<file path="config.mk">
export PLATFORM = sky130hd
export DESIGN_NAME = bn_pipelined_cla_adder
export DESIGN_NICKNAME = d
export VERILOG_FILES = /design/src/rtl/bn_pipelined_cla_adder.sv
export SDC_FILE = /design/constraint.sdc
export NUM_CORES = 1
export LEC_CHECK = 0
export CAP_MARGIN = 0
export CORE_ASPECT_RATIO = 1.2
export CORE_MARGIN = 5
export CORE_UTILIZATION = 50
export DETAILED_ROUTE_END_ITERATION = 10
export GPL_TIMING_DRIVEN = 0
export HOLD_SLACK_MARGIN = 0.15
export PLACE_DENSITY = 0.78
export SLEW_MARGIN = 30
export SYNTH_ARGS = -nofsm -noshare
export SYNTH_HDL_FRONTEND = slang
export SYNTH_SLANG_ARGS = --single-unit
</file>
<file path="constraint.sdc">
create_clock -name clk -period 6.9 [get_ports clk]
set_clock_uncertainty 0.2 [all_clocks]
set_input_delay 1.035 -clock clk [delete_from_list [all_inputs] [get_ports clk]]
set_output_delay 1.035 -clock clk [all_outputs]
set_load 0.005 [all_outputs]
</file>
<file path="src/rtl/bn_pipelined_cla_adder.sv">
// Pipelined carry-lookahead adder/subtractor: an N-bit operation is split into BLOCK-bit
// lookahead blocks spread over STAGES registered stages, with valid/ready flow control.
module bn_pipelined_cla_adder #(
    parameter int N      = 16,
    parameter int BLOCK  = 4,
    parameter int STAGES = 2
) (
    input  logic         clk,
    input  logic         rst_n,
    input  logic         flush,
    input  logic         in_valid,
    output logic         in_ready,
    input  logic [N-1:0] x,
    input  logic [N-1:0] y,
    input  logic         c_in,
    input  logic         sub,
    output logic         out_valid,
    input  logic         out_ready,
    output logic [N-1:0] z,
    output logic         c_out,
    output logic         overflow,
    output logic         zero
);
    localparam int BPS = (N / BLOCK) / STAGES;
    localparam int W   = BPS * BLOCK;

    // Operands travel right-aligned, so every stage consumes the low W bits of its input.
    logic [N-1:0]      stg_x   [STAGES];
    logic [N-1:0]      stg_y   [STAGES];
    logic [N-1:0]      stg_sum [STAGES];
    logic [STAGES-1:0] stg_c;
    logic [STAGES-1:0] stg_take;
    logic [STAGES-1:0] full;
    logic [STAGES:0]   adv;

    assign adv[STAGES] = out_ready;
    assign in_ready    = adv[0] & ~flush;

    assign stg_x[0]    = x;
    assign stg_y[0]    = sub ? ~y : y;
    assign stg_c[0]    = sub | c_in;
    assign stg_sum[0]  = '0;
    assign stg_take[0] = in_valid & in_ready;

    for (genvar k = 0; k < STAGES; k++) begin : g_stage
        logic [W-1:0] a;
        logic [W-1:0] b;
        logic [W-1:0] s;
        logic         co;
        logic [N-1:0] sum_next;
        logic         carry;
        logic         rip;
        logic         blk_g;
        logic         blk_p;
        logic         bit_g;
        logic         bit_p;

        assign a      = stg_x[k][W-1:0];
        assign b      = stg_y[k][W-1:0];
        assign adv[k] = ~full[k] | adv[k+1];

        // Blocks are chained by lookahead; bits inside a block ripple from the block carry-in.
        always_comb begin
            carry = stg_c[k];
            rip   = 1'b0;
            blk_g = 1'b0;
            blk_p = 1'b1;
            bit_g = 1'b0;
            bit_p = 1'b0;
            s     = '0;
            for (int j = 0; j < BPS; j++) begin
                rip   = carry;
                blk_g = 1'b0;
                blk_p = 1'b1;
                for (int i = 0; i < BLOCK; i++) begin
                    bit_g            = a[j*BLOCK+i] & b[j*BLOCK+i];
                    bit_p            = a[j*BLOCK+i] | b[j*BLOCK+i];
                    s[j*BLOCK+i]     = a[j*BLOCK+i] ^ b[j*BLOCK+i] ^ rip;
                    rip              = bit_g | (bit_p & rip);
                    blk_g            = bit_g | (bit_p & blk_g);
                    blk_p            = blk_p & bit_p;
                end
                carry = blk_g | (blk_p & carry);
            end
        end

        assign co       = carry;
        assign sum_next = stg_sum[k] | (N'(s) << (k * W));

        if (k < STAGES - 1) begin : g_mid
            logic [N-1:0] x_q;
            logic [N-1:0] y_q;
            logic [N-1:0] sum_q;
            logic         c_q;
            logic         v_q;

            always_ff @(posedge clk or negedge rst_n) begin
                if (!rst_n) begin
                    v_q   <= 1'b0;
                    x_q   <= '0;
                    y_q   <= '0;
                    sum_q <= '0;
                    c_q   <= 1'b0;
                end else begin
                    if (flush) begin
                        v_q <= 1'b0;
                    end else if (adv[k]) begin
                        v_q <= stg_take[k];
                    end
                    if (adv[k] && stg_take[k]) begin
                        x_q   <= stg_x[k] >> W;
                        y_q   <= stg_y[k] >> W;
                        sum_q <= sum_next;
                        c_q   <= co;
                    end
                end
            end

            assign stg_x[k+1]    = x_q;
            assign stg_y[k+1]    = y_q;
            assign stg_sum[k+1]  = sum_q;
            assign stg_c[k+1]    = c_q;
            assign stg_take[k+1] = v_q;
            assign full[k]       = v_q;
        end else begin : g_last
            // Carry into the MSB is recovered from the MSB sum bit and its operands.
            logic c_msb;
            assign c_msb = a[W-1] ^ b[W-1] ^ s[W-1];

            always_ff @(posedge clk or negedge rst_n) begin
                if (!rst_n) begin
                    out_valid <= 1'b0;
                    z         <= '0;
                    c_out     <= 1'b0;
                    overflow  <= 1'b0;
                    zero      <= 1'b0;
                end else begin
                    if (flush) begin
                        out_valid <= 1'b0;
                    end else if (adv[k]) begin
                        out_valid <= stg_take[k];
                    end
                    if (adv[k] && stg_take[k]) begin
                        z        <= sum_next;
                        c_out    <= co;
                        overflow <= c_msb ^ co;
                        zero     <= ~|sum_next;
                    end
                end
            end

            assign full[k] = out_valid;
        end
    end

endmodule

</file>
# [Yosys cells after proc, flatten, opt, wreduce, memory -nomap -nowiden]
# Cells that the tools add are included.
[word_totals] mem_bits_rw=0 register_bits=46 in_bits=39 wordCells=165 latchBits=0 output_inout_bits=21 rom_bits=0 n_memories=0
[op_classes] muxes=5 shifts=0 magnitude_cmp=0 n_addsub=0 n_eq_ne=0 n_mul=0 n_reduce_logical=6 n_bitwise=144 div=0
[ops] cell="1-bit AND" n=58
[ops] cell="1-bit bitwise OR" n=47
[ops] cell="1-bit XOR" n=34
[ops] cell="16-bit 2-to-1 mux" n=1
[ops] cell="16-bit NOT" n=1
[ops] cell="8-bit by 16-bit bitwise OR with 16-bit output" n=1
[ops] cell="16-bit OR reduction" n=1
[ops] cell="1-bit 2-to-1 mux" n=4
[ops] cell="2-bit nonzero test" n=2
[ops] cell="1-bit NOT" n=3
[ops] cell="1-bit logical AND" n=2
[ops] cell="1-bit zero test" n=1

# [Logic depth before layout (Yosys ltp)]
[logic_depth] ltp_word=18 depth_mapped=15 mapped_depth_nobuf=13

# [Least setup slack after synthesis]
# OpenSTA, ideal clock, no wires.
[synth_timing] path_kind="input port to flip-flop" start="input port sub" end="register g_stage[0].g_mid.sum_q[6]" t_required_ps=6575 arrival_ps=3929 slack_ps=2647 path_buffers=2 setup_ps=125 path_stages=13 path_cell_list="buf_6 buf_2 xor2_1 inv_1 ha_1 o311a_1 o31ai_2 inv_1 fa_1 fa_1 inv_1 fa_1 mux2_2"
[synth_via] elab_chain_len=14 elab_cells_between_ends=31 cone_classes="1 x mux; 30 x bitwise"
[synth_lines] item="start, declared" line_no="16" source="input logic sub,"
[synth_lines] item="16-bit 2-to-1 mux" line_no="40" source="assign stg_y[0] = sub ? ~y : y;"
[synth_lines] item="1-bit bitwise OR or 1-bit AND (tied branches)" line_no="77, 76"
[synth_lines] item="1-bit AND" line_no="80" source="blk_g = bit_g | (bit_p & blk_g);"
[synth_lines] item="1-bit bitwise OR" line_no="80"
[synth_lines] item="1-bit AND" line_no="80"
[synth_lines] item="1-bit bitwise OR" line_no="80"
[synth_lines] item="1-bit AND" line_no="80"
[synth_lines] item="1-bit bitwise OR" line_no="80"
[synth_lines] item="1-bit bitwise OR" line_no="83" source="carry = blk_g | (blk_p & carry);"
[synth_lines] item="1-bit AND" line_no="79" source="rip = bit_g | (bit_p & rip);"
[synth_lines] item="1-bit bitwise OR" line_no="79"
[synth_lines] item="1-bit AND" line_no="79"
[synth_lines] item="1-bit bitwise OR" line_no="79"
[synth_lines] item="1-bit XOR *" line_no="78" source="s[j*BLOCK+i] = a[j*BLOCK+i] ^ b[j*BLOCK+i] ^ rip;"
[synth_lines] item="via g_stage[0].s[6]" line_no="48" source="logic [W-1:0] s;"
[synth_lines] item="end signal, assigned" line_no="113" source="sum_q <= sum_next;"
[synth_lines] item="end, declared" line_no="93" source="logic [N-1:0] sum_q;"
# Mark *: on every way through the listed nets, which the timed path passes. The rest lies on a longest branch.
# A chain may end at the register's enable or synchronous reset.

# [Final worst setup path]
[layout_timing] start="input port y[1]" end="register g_stage[0].g_mid.sum_q[6]"
[layout_via] elab_chain_len=15 elab_cells_between_ends=20 cone_classes="1 x mux; 19 x bitwise"
[layout_lines] item="start, declared" line_no="14" source="input logic [N-1:0] y,"
[layout_lines] item="16-bit NOT" line_no="40"
[layout_lines] item="16-bit 2-to-1 mux *" line_no="40"
[layout_lines] item="1-bit bitwise OR" line_no="77" source="bit_p = a[j*BLOCK+i] | b[j*BLOCK+i];"
[layout_lines] item="1-bit AND" line_no="80"
[layout_lines] item="1-bit bitwise OR" line_no="80"
[layout_lines] item="1-bit AND" line_no="80"
[layout_lines] item="1-bit bitwise OR" line_no="80"
[layout_lines] item="1-bit AND" line_no="80"
[layout_lines] item="1-bit bitwise OR" line_no="80"
[layout_lines] item="1-bit bitwise OR *" line_no="83"
[layout_lines] item="1-bit AND *" line_no="79"
[layout_lines] item="1-bit bitwise OR *" line_no="79"
[layout_lines] item="1-bit AND *" line_no="79"
[layout_lines] item="1-bit bitwise OR *" line_no="79"
[layout_lines] item="1-bit XOR *" line_no="78"
[layout_lines] item="via g_stage[0].s[6]" line_no="48"
# Marked as above.

==> results_dict.tcl <==
set metrics [dict create \
    whs_ps 276 \
    rrSetupSlack_ps 3880 \
    finalSetupTns_ps 0 \
    hold-path-endpoint "z[4]" \
    cp_cell_sequence "clkdlybuf4s50_1, xor2_1, inv_1, ha_1, o311a_1, o31ai_2, inv_1, fa_1, fa_1, inv_1, fa_1, mux2_2" \
    hold_path.class "reg2reg" \
    drt_iter0_markers 66 \
    critical_path_class "in2reg" \
    clock_sinks 46 \
    routed_wl_mm 5.30 \
    leakage_uw 0.00178 \
    die-area_mm2 0.00739 \
    nNetsFinal 438 \
    synthArstFlopShare_pct 100 \
    hold_path.startpoint "z[4]" \
    synth-edff-count 0 \
    critPathArrivalTime_ps 4200 \
    maxCapViolCount 0 \
    hold_buffers 0 \
    hold_viol 0 \
    tightest_slew_ps 562 \
    synthesis.area_mm2 0.00288 \
    grt_max_degree 47 \
    cts.path.max_buffers 2 \
    remaining_drc_errors 0 \
    grt_pass1_vias 2153 \
    fin_crit_sh_pct 61.1 \
    slowest_delay_ps 470 \
    hold_path_depth 2 \
    post_cts_resized 0 \
    worstSkewPairLatency_ps 290 \
    dp_hpwl_mm 4.40 \
    synth_cell_types 32 \
    ant_nets 0 \
    ff_latch_area_mm2 0.00115 \
    power_switching_uw 271 \
    core_mm2 0.00563 \
    grtUsageTotal_pct 15.8 \
    ir_worst_vdd_v 0.000124 \
    cts.root.buffer_cell "clkbuf_8" \
    slew_headroom_pct 62.6 \
    synthTopCellsByArea "dfrtp_1, ha_1, fa_1, nand2_1, inv_1" \
    synth_area_per_cell_um2 9.94 \
    netlist_instances 290 \
    yosysSeqAreaShare_pct 39.9 \
    cts_setup_buffers 0 \
    required_ps 6880 \
    crit_path_max_fanout 2 \
    power_density_mw_per_mm2 234 \
    setup_viol 0 \
    antenna_cells 0 \
    layout_commonest_cell "clkdlybuf4s50_1" \
    wl_per_cell_um 12.6 \
    grt_first_pass_wirelength_mm 9.16 \
    cp_num_buf_inv 4 \
    port_buffers 58 \
    pwr-share-seq_pct 44.5 \
    path_delay_family "adder cells" \
    ys.flop_type "dfrtp_1" \
    numCtsBuffers 5 \
    final_cell_mix "clkdlybuf4s50_1, nand2_1, dfrtp_1, inv_1, ha_1" \
    die_x_um 79.3 \
    period_minus_slack_ps 4220 \
    reg2reg_depth 12 \
    yosys_warnings 0 \
    synth_area_leader_cell "dfrtp_1" \
    initial_core_util_pct 51.2 \
    syn-num-nets 373 \
    cts_tree "done" \
    antenna_found_initial 0 \
    htreeDepth 2 \
    multiInputGateArea_mm2 0.00152 \
    drive_above_1_share_pct 7.89 \
    rr_endpoint "zero" \
    synth_top_area_share_pct 39.9 \
    synth-seq-cells 46 \
    switching_share_pct 32.0 \
    status "finished, final reports clean" \
    io_pins 60 \
    critPathLaunchType "input pin" \
    die-height_um 93.2 \
    clkPwrFrac_pct 18.1 \
    intPower_uw 576 \
    timing_max_transition_violations_final 0 \
    area_delta_synth_final_pct 25.6 \
    overflow 0 \
    rows 30 \
    num_vias 2021 \
    finish.utilization_pct 64.3 \
    setup_slack_ps 2680 \
    first_pass_iters 4 \
    rsz0062_at_grt "no" \
    clk_pin_slew_worst_paths_ps 80 \
    place.gp.congestion 0.842 \
    place_ws_ps 2340 \
    fmax_mhz 237 \
    n_fill_cell 484 \
    r2r-start "g_stage[0].g_mid.x_q[1]" \
    viasPerCell 4.82 \
    cpMaxStageDelayCell "clkdlybuf4s50_1" \
    critPathCaptureType "flop" \
    comb_power_share_pct 37.4 \
]
logic make-up after synthesis:
family | synth area share (%)
muxes | 3.51
DFF | 39.9
AOI/OAI and AO/OA | 8.59
buffers and inverters | 7.29
and+or+nand+nor | 12.4
xor gates and xnor gates | 6.07
adders and majority gates | 22.2
synth_stat cells (2+ instances only):
library cell	n
a21oi_1	16
fa_1	12
xor2_1	18
o31ai_1	3
nand2_1	50
inv_1	44
a21oi_2	2
nor2b_1	2
o21ai_0	14
nor2_1	13
nor4_1	2
ha_1	32
mux2_2	9
clkbuf_1	5
nand2b_1	2
nor4b_1	2
buf_2	3
dfrtp_1	46
xnor2_1	2
routing by layer:
metal  GRT usage (%)  share of wire [%]  up-vias
li1                -                  -     1036
met1            18.0                 42      926
met2            29.1                 52       49
met3            2.89                4.5       10
met4            5.59                1.9        0
met5               0                  0        -
state kept, by name, summed over array words and instances, names as in the netlist, 8 cells and up:
signal and cells:
g_stage.g_mid.y_q 8, g_stage.g_mid.sum_q 8, g_stage.g_mid.x_q 8, z 16
worst max path at each step:
stage,cells after the start,startpoint,slack [ps],end
floorplan,13,sub,2650,g_stage[0].g_mid.sum_q[6]
global placement,13,sub,2400,g_stage[0].g_mid.sum_q[6]
detailed placement,13,sub,2340,g_stage[0].g_mid.sum_q[6]
CTS,13,sub,2650,g_stage[0].g_mid.sum_q[6]
global route,13,sub,2500,g_stage[0].g_mid.sum_q[6]
finish,12,y[1],2680,g_stage[0].g_mid.sum_q[6]
layout make-up:
type	count	area share [%]
multi-input combinational	191	42.1
sequential	46	31.8
timing repair buffer	58	16.0
inverter	44	4.56
tap	64	2.21
clock buffer	5	1.90
buffer	9	1.24
clock inverter	2	0.276
worst min-delay path, delay by kind of cell, from the launching register on:
| family | cells | cell delay [ps] |
|---|---|---|
| flops | 1 | 340 |
| simple gates | 2 | 100 |
metrics by stage:
stage                     cell area, um2  total power [uW]  cells
after floorplan                     2880               547    290
after global routing                3620               916    419
after global placement              3540               692    412
final                               3620               846    419
after CTS                           3620               862    419
after detailed placement            3540               705    412
power groups by stage:
stage	combinational [uW]	clock, uW	sequential [uW]
global placement	313	0	380
CTS	323	161	378
global route	360	168	388
finish	316	153	377
detailed placement	322	0	384
floorplan	169	0	379
Note: power is estimated with default switching activity, not from simulation.
